<file path="config.mk">
export PLATFORM = sky130hd
export DESIGN_NAME = mem_access_ctrl
export DESIGN_NICKNAME = d
export VERILOG_FILES = /design/src/rtl/mem_access_ctrl.sv
export SDC_FILE = /design/constraint.sdc
export NUM_CORES = 1
export LEC_CHECK = 0
export BUFFER_PORTS_ARGS = -buffer_cell sky130_fd_sc_hd__buf_2
export CORE_UTILIZATION = 35
export CTS_BUF_LIST = sky130_fd_sc_hd__clkbuf_4
export DETAILED_ROUTE_END_ITERATION = 8
export GPL_TIMING_DRIVEN = 0
export PLACE_DENSITY = 0.65
export SETUP_SLACK_MARGIN = 0.3
export SLEW_MARGIN = 20
export SYNTH_ARGS = -nofsm -noshare
export SYNTH_HDL_FRONTEND = slang
export SYNTH_SLANG_ARGS = --single-unit
</file>
<file path="constraint.sdc">
create_clock -name clk -period 2.3 [get_ports clk]
set_input_delay 0.46 -clock clk [delete_from_list [all_inputs] [get_ports clk]]
set_output_delay 0.46 -clock clk [all_outputs]
set_load 0.05 [all_outputs]
</file>
<file path="src/rtl/mem_access_ctrl.sv">
// mem_access_ctrl
//   Burst initiator for the 16 x 16-bit register-bank memory. It takes
//   load/store burst commands, drives the memory address/data/write-enable
//   port, and returns load data as a registered valid/ready stream.
//
// Ports
//   clk, reset          clock, asynchronous active-low reset
//   cmd_valid/cmd_ready command handshake (cmd_ready only in IDLE)
//   cmd_write           1 = store burst, 0 = load burst
//   cmd_addr, cmd_len   start word address, beats minus one
//   wr_data/wr_valid/wr_ready   store data stream
//   rd_data/rd_valid/rd_ready   load data stream (registered)
//   done                one-cycle pulse when a burst completes
//   mem_address/mem_data_in/mem_write_enable/mem_data_out   memory port
//   o_dbg_state         current FSM state (IDLE=0 WRITE=1 READ=2 FLUSH=3 DONE=4)
//
// Handshakes: a transfer happens on a rising edge where valid and ready are
// both high. A producer holds its valid and its data stable until that edge.
// The consumer may raise or drop ready at any time.
module mem_access_ctrl (
    input  logic        clk,
    input  logic        reset,
    input  logic        cmd_valid,
    output logic        cmd_ready,
    input  logic        cmd_write,
    input  logic [3:0]  cmd_addr,
    input  logic [3:0]  cmd_len,
    input  logic [15:0] wr_data,
    input  logic        wr_valid,
    output logic        wr_ready,
    output logic [15:0] rd_data,
    output logic        rd_valid,
    input  logic        rd_ready,
    output logic        done,
    output logic [3:0]  mem_address,
    output logic [15:0] mem_data_in,
    output logic        mem_write_enable,
    input  logic [15:0] mem_data_out,
    output logic [2:0]  o_dbg_state
);

    typedef enum logic [2:0] {
        S_IDLE  = 3'd0,
        S_WRITE = 3'd1,
        S_READ  = 3'd2,
        S_FLUSH = 3'd3,
        S_DONE  = 3'd4
    } state_t;

    state_t      r_state;
    state_t      w_next_state;
    logic [3:0]  r_addr;
    logic [3:0]  r_left;
    logic [15:0] r_rd_data;
    logic        r_rd_valid;

    logic        w_cmd_fire;
    logic        w_wr_fire;
    logic        w_rd_capture;
    logic        w_rd_drain;

    assign w_cmd_fire   = (r_state == S_IDLE)  && cmd_valid;
    assign w_wr_fire    = (r_state == S_WRITE) && wr_valid;
    // A new beat may be captured when the output register is empty or its
    // current beat is being consumed on this same edge.
    assign w_rd_capture = (r_state == S_READ)  && (!r_rd_valid || rd_ready);
    assign w_rd_drain   = (r_state == S_FLUSH) && r_rd_valid && rd_ready;

    // State register
    always_ff @(posedge clk or negedge reset) begin
        if (!reset) begin
            r_state <= S_IDLE;
        end else begin
            r_state <= w_next_state;
        end
    end

    // Next-state logic
    always_comb begin
        w_next_state = r_state;
        case (r_state)
            S_IDLE: begin
                if (cmd_valid) begin
                    w_next_state = cmd_write ? S_WRITE : S_READ;
                end
            end
            S_WRITE: begin
                if (wr_valid && (r_left == 4'd0)) begin
                    w_next_state = S_DONE;
                end
            end
            S_READ: begin
                if (w_rd_capture && (r_left == 4'd0)) begin
                    w_next_state = S_FLUSH;
                end
            end
            S_FLUSH: begin
                if (w_rd_drain) begin
                    w_next_state = S_DONE;
                end
            end
            S_DONE:  w_next_state = S_IDLE;
            default: w_next_state = S_IDLE;
        endcase
    end

    // Output logic
    always_comb begin
        cmd_ready        = (r_state == S_IDLE);
        wr_ready         = (r_state == S_WRITE);
        mem_write_enable = w_wr_fire;
        done             = (r_state == S_DONE);
    end

    // Burst address / beat counter / read output register
    always_ff @(posedge clk or negedge reset) begin
        if (!reset) begin
            r_addr     <= 4'd0;
            r_left     <= 4'd0;
            r_rd_data  <= 16'd0;
            r_rd_valid <= 1'b0;
        end else begin
            if (w_cmd_fire) begin
                r_addr <= cmd_addr;
                r_left <= cmd_len;
            end
            // 4-bit address wraps 15 -> 0 naturally.
            if (w_wr_fire || w_rd_capture) begin
                r_addr <= r_addr + 4'd1;
                if (r_left != 4'd0) begin
                    r_left <= r_left - 4'd1;
                end
            end
            if (w_rd_capture) begin
                r_rd_data  <= mem_data_out;
                r_rd_valid <= 1'b1;
            end
            if (w_rd_drain) begin
                r_rd_valid <= 1'b0;
            end
        end
    end

    assign mem_address = r_addr;
    assign mem_data_in = wr_data;
    assign rd_data     = r_rd_data;
    assign rd_valid    = r_rd_valid;
    assign o_dbg_state = r_state;

endmodule

</file>
# Word level (Yosys, flattened, before mapping)
# Index checks and enable logic that the tools add are counted.
# word_totals
register_bits	28
latch_bits	0
ramBits	0
romBits	0
in_bits	46
elab_cells	44
mem_count	0
# classes
addsub	2
multipliers	0
div	0
order_cmp	0
n_eq_ne	8
n_shift	0
n_mux	13
n_bitwise	0
reduce_logical	16
# ops
op	n
4-bit two-way mux	5
3-bit two-way mux	4
3-bit one-hot mux with 4 select lines	1
1-bit logical AND	7
3-bit by 2-bit equality test with 1-bit output, second input constant	2
4-bit by 1-bit adder with 4-bit output, second input constant	1
4-bit logical NOT	1
2-bit by 1-bit inequality test with 1-bit output, second input constant	2
2-bit inequality test, second input constant	2
4-bit AND reduction	1
2-bit nonzero test	2
4-bit nonzero test	1
4-bit by 1-bit subtractor with 4-bit output, second input constant	1
3-bit by 1-bit equality test with 1-bit output, second input constant	1
3-bit equality test, second input constant	1
3-bit logical NOT	1
1-bit logical OR	2
1-bit two-way mux	2
2-bit two-way mux	1
1-bit logical NOT	1

# Logic depth before layout (Yosys ltp)
# logic_depth
word_depth	6
depth_mapped	6
ltp_nobuf	6

# Least setup slack after synthesis
# No wires, ideal clock.
# synth_path
path_type	register -> output
startpoint	register r_state[0] (netlist: o_dbg_state[0])
endpoint	output port mem_write_enable
arrival_time_ns	2.229
required_time_ns	1.840
slack_ns	-0.389
stages_incl_launch_ff	5
cell_sequence	dfrtp_1 > buf_2 > nand2b_1 > nor2_1 > and2_1
# synth_between
elab_chain_len	2
# synth_lines
element	line_no	text
start: declaration	50	state_t r_state;
start signal: assignment	74	r_state <= w_next_state;
3-bit by 1-bit equality test with 1-bit output	n/a	
named net wr_ready	30	output logic wr_ready,
1-bit logical AND	63	assign w_wr_fire = (r_state == S_WRITE) && wr_valid;
end: declaration	37	output logic mem_write_enable,
# The timed path passes the listed nets, and every way through them passes these cells.

# Worst setup path in the final report
# layout_path
startpoint	register r_state[1] (netlist: o_dbg_state[1])
endpoint	output port mem_write_enable
# layout_between
elab_chain_len	2
# layout_lines
element	line_no
3-bit by 1-bit equality test with 1-bit output	63
1-bit logical AND	63
# No other way between the ends.

==> PnR_summary.wiki <==
{| class="wikitable"
! Metric !! Value
|-
| Crit Path Max Fanout || 10
|-
| Total negative slack for setup checks || 0 ns
|-
| Clock Tree Buf Depth || 2
|-
| Timing-limited maximum frequency || approximately 0.52 GHz
|-
| Cell chosen for the clock root || clkbuf_4
|-
| Most repeated cell in the gate-level netlist after synthesis || dfrtp_1
|-
| Number of inserted diodes || 0
|-
| Area of the core region || 0.00409 mm2
|-
| Port Buf Inserts || 73
|-
| Type of origin of the critical path || flip-flop
|-
| Post-layout util || between 50% and 60%
|-
| Highest signal layer in the routed design || met4
|-
| Final worst setup slack || 0.374 ns
|-
| Standard-cell rows || 23
|-
| Cell types occupying the most area after synthesis || dfrtp_1 46%, mux2_4 9.8%, buf_4 8.4%, mux2_2 4.4%, nand2_1 1.7%
|-
| Power share of the clock group || approximately 9%
|-
| Type of element capturing the critical path || output port
|-
| Category of the most critical setup path || flip-flop to output port
|-
| Number of instances in the synthesized netlist || ~140
|-
| Max_cap viols || 0
|-
| Cell area after synthesis || 0.00153 mm2
|-
| Share of the yosys chip area belonging to registers || 45.9%
|-
| Ratio of cells with drive above 1 in the final layout || 59.1%
|-
| Growth of design area from synthesis to finish || 36.8%
|-
| Post-detailed-placement cell area || between 0.0015 and 0.002 mm2
|-
| Total I/O pin count || 90
|-
| Final-report max-slew violation count || 0
|-
| 1st-pass router iterations || 4
|-
| Leakage power || 1.06 nW
|-
| Clock insertion delay at the later pin of the skew report || 0.33 ns
|-
| Peak ir drop on the vdd network || 0.768 mV
|-
| Post-synth top area cell || dfrtp_1
|-
| Global-route usage over all layers || between 10% and 20%
|-
| Met3 wire length || 261 um
|-
| Pin slew with the least headroom to its limit || 0.758 ns
|-
| Number of synthesized register bits || 28
|-
| Die Footprint || 0.00463 mm2
|-
| Via count || 1309
|-
| Final Critical Period || about 1.9 ns
|-
| Final hold violation count || 0
|-
| Proportion of total power due to net switching || slightly above 50%
|-
| Clock-pin transition on the worst setup and hold timing paths || 0.16 ns
|-
| DR WL met2 || 1.64 mm
|-
| RSZ-0062 raised after global routing || no
|-
| Critical path data required time || 1.84 ns
|-
| Vias in the first global route || ~1200
|-
| Hold/Removal Path Class || primary input to asynchronous set/reset pin
|-
| Met1 WL || 1.56 mm
|-
| Final-report setup violation count || 0
|-
| Ys async rst share || 100%
|-
| Worst setup timing slack at the placement stage || 0.432 ns
|-
| Internal portion of total power || 1.74 mW
|-
| Final design instance area without fill || roughly 0.0021 mm2
|-
| Maximum number of pins on one net before global-route repair || 29
|-
| Final non-filler cell total || between 200 and 300
|-
| Number of synthesis warnings || 0
|-
| Run status || finished, final reports clean
|-
| Remaining global-route overflow || 0
|-
| Estimated wirelength of the detail-placed design || around 2.6 mm
|-
| Initial antenna violation count || 0
|-
| Avg WL per Cell || between 10 and 15 um
|-
| Die outline height || 68.1 um
|-
| Total clock buffers created by CTS || 3
|-
| Primary flip-flop cell chosen by synthesis mapping || dfrtp_1
|-
| Power dissipated by switching net loads || 1.84 mW
|-
| Wire length of the first global-routing pass || 5.37 mm
|-
| Share of the cycle needed by the critical path after routing || 83.7%
|-
| Syn_nets || 184
|-
| Overall Power || ~3.6 mW
|-
| Remaining design rule violation count || 0
|-
| Total wire length || 3.50 mm
|-
| First DRT Iteration DRCs || 35
|-
| Weighted congestion reported at the end of routability-driven placement || 0.793
|-
| Horiz. Die Dim || 68.1 um
|-
| Headroom to the max-slew limit || 49.3%
|-
| Max H-tree Level || 1
|-
| Fraction of post-synthesis cell area in the top cell type by area || a little under half
|-
| Crit path DAT || approximately 1.5 ns
|-
| Number of fill cells || roughly 400
|-
| CTS sink cnt || 28
|-
| Worst clock skew on the final layout || 0.0101 ns
|-
| Total power divided by cell area || 1710 mW/mm2
|-
| Clock tree from TritonCTS || yes
|-
| Initial Utilization || 37.4%
|-
| Number of enable-type register cells in the synthesized netlist || 0
|-
| Part of the total power dissipated in sequential elements || between 20 and 30%
|-
| Mean area per synthesized cell || 11.2 um2
|-
| # nets final || 264
|-
| Vias/cell || 4.94
|-
| Dpl cells || 259
|-
| Most used standard cells in the synthesized netlist || 28 x dfrtp_1, 17 x buf_4, 10 x mux2_4, 7 x nand2_1, 7 x nor2_1
|-
| Portion of total power attributed to combinational logic || 65.1%
|-
| Number of nets still failing antenna checks after routing || 0
|-
| Final hold slack || 0.108 ns
|-
| Number of unique standard cell types used by synthesis || 39
|}
path summary, 6_finish.rpt:
path	start	end	slack, ns	cells past startpoint
hold reg to reg	rd_data[5]	rd_data[5]	0.52	1
max in group asynchronous	reset	o_dbg_state[0]	1.77	1
setup / recovery	o_dbg_state[1]	mem_write_enable	0.37	4
min in group clk	cmd_len[3]	r_left[3]	0.34	3
hold / removal	reset	rd_data[2]	0.11	1
setup reg to reg	o_dbg_state[2]	rd_data[12]	0.48	6
power by group through the flow:
| stage | logic [mW] | clock network (mW) | registers [mW] |
|---|---|---|---|
| 2_1_floorplan | 1.08 | 0 | 1.65 |
| 5_1_grt | 2.50 | 0.359 | 0.964 |
| 4_1_cts | 2.33 | 0.336 | 0.924 |
| 3_3_place_gp | 2.26 | 0 | 0.926 |
| 6_report | 2.33 | 0.323 | 0.926 |
| 3_5_place_dp | 2.28 | 0 | 0.939 |
critical path, cell delays in order (launching register included):
cell      delay [ns]
dfrtp_2         0.49
clkbuf_4        0.22
nor2_4          0.12
and2_4          0.14
buf_6           0.15
metal layers:
| layer | GRT usage (%) | vias up |
|---|---|---|
| met2 | 26.5 | 64 |
| met5 | 0 | - |
| met4 | 1.56 | 0 |
| met1 | 18.6 | 607 |
| li1 | - | 634 |
| met3 | 4.83 | 4 |
layout make-up:
cell class / instances / area [um2] / area share, %
Clock buffer: 3 / 22.5 / 1.08
Buffer: 21 / 165 / 7.90
Clock inverter: 1 / 30.0 / 1.44
Inverter: 4 / 15.0 / 0.719
Sequential cell: 28 / 703 / 33.7
Multi-Input combinational cell: 83 / 699 / 33.5
Tap cell: 50 / 62.6 / 2.99
Timing Repair Buffer: 75 / 392 / 18.7
sequential cells by signal, indices dropped and copies added (netlist names):
| register | flops |
|---|---|
| o_dbg_state | 3 |
| r_left | 4 |
| rd_valid | 1 |
| mem_address | 4 |
| rd_data | 16 |
what timing repair did:
item	CTS	global route
gates resized for setup	7	5
buffers inserted	1	1
hold buffers	0	0
setup endpoints to repair	4	4
cloned	0	0
placed cells by master (no fill, tap or decap), types with 2 or more instances in the layout:
master and count:
o22ai_1 2, nor2b_1 2, mux2_4 10, a21oi_1 5, buf_2 70, nor3_4 2
clkbuf_4 4, nand2_1 7, a22o_1 2, mux2i_1 2, a211oi_1 2, nor2_1 6
nand2b_1 2, o21ai_0 4, dfrtp_1 26, o211ai_1 2, buf_6 3, buf_4 22
dfrtp_2 2, or3_1 2, ha_1 2, inv_1 4, nand4_1 2, a221o_1 2
mux2_2 6, a311oi_1 3
cells by family (layout without fill, tap and decap cells):
kind of cell / count (synthesis) / in the layout / share of synthesized area [%]
muxes: 18 / 18 / 15.6
and+or+nand+nor: 36 / 36 / 13.3
DFF: 28 / 28 / 45.9
buffers and inverters: 25 / 104 / 11.0
adders and majority gates: 2 / 2 / 1.64
AOI/OAI and AO/OA: 27 / 27 / 12.7
Note: power is estimated with default switching activity, not from simulation.
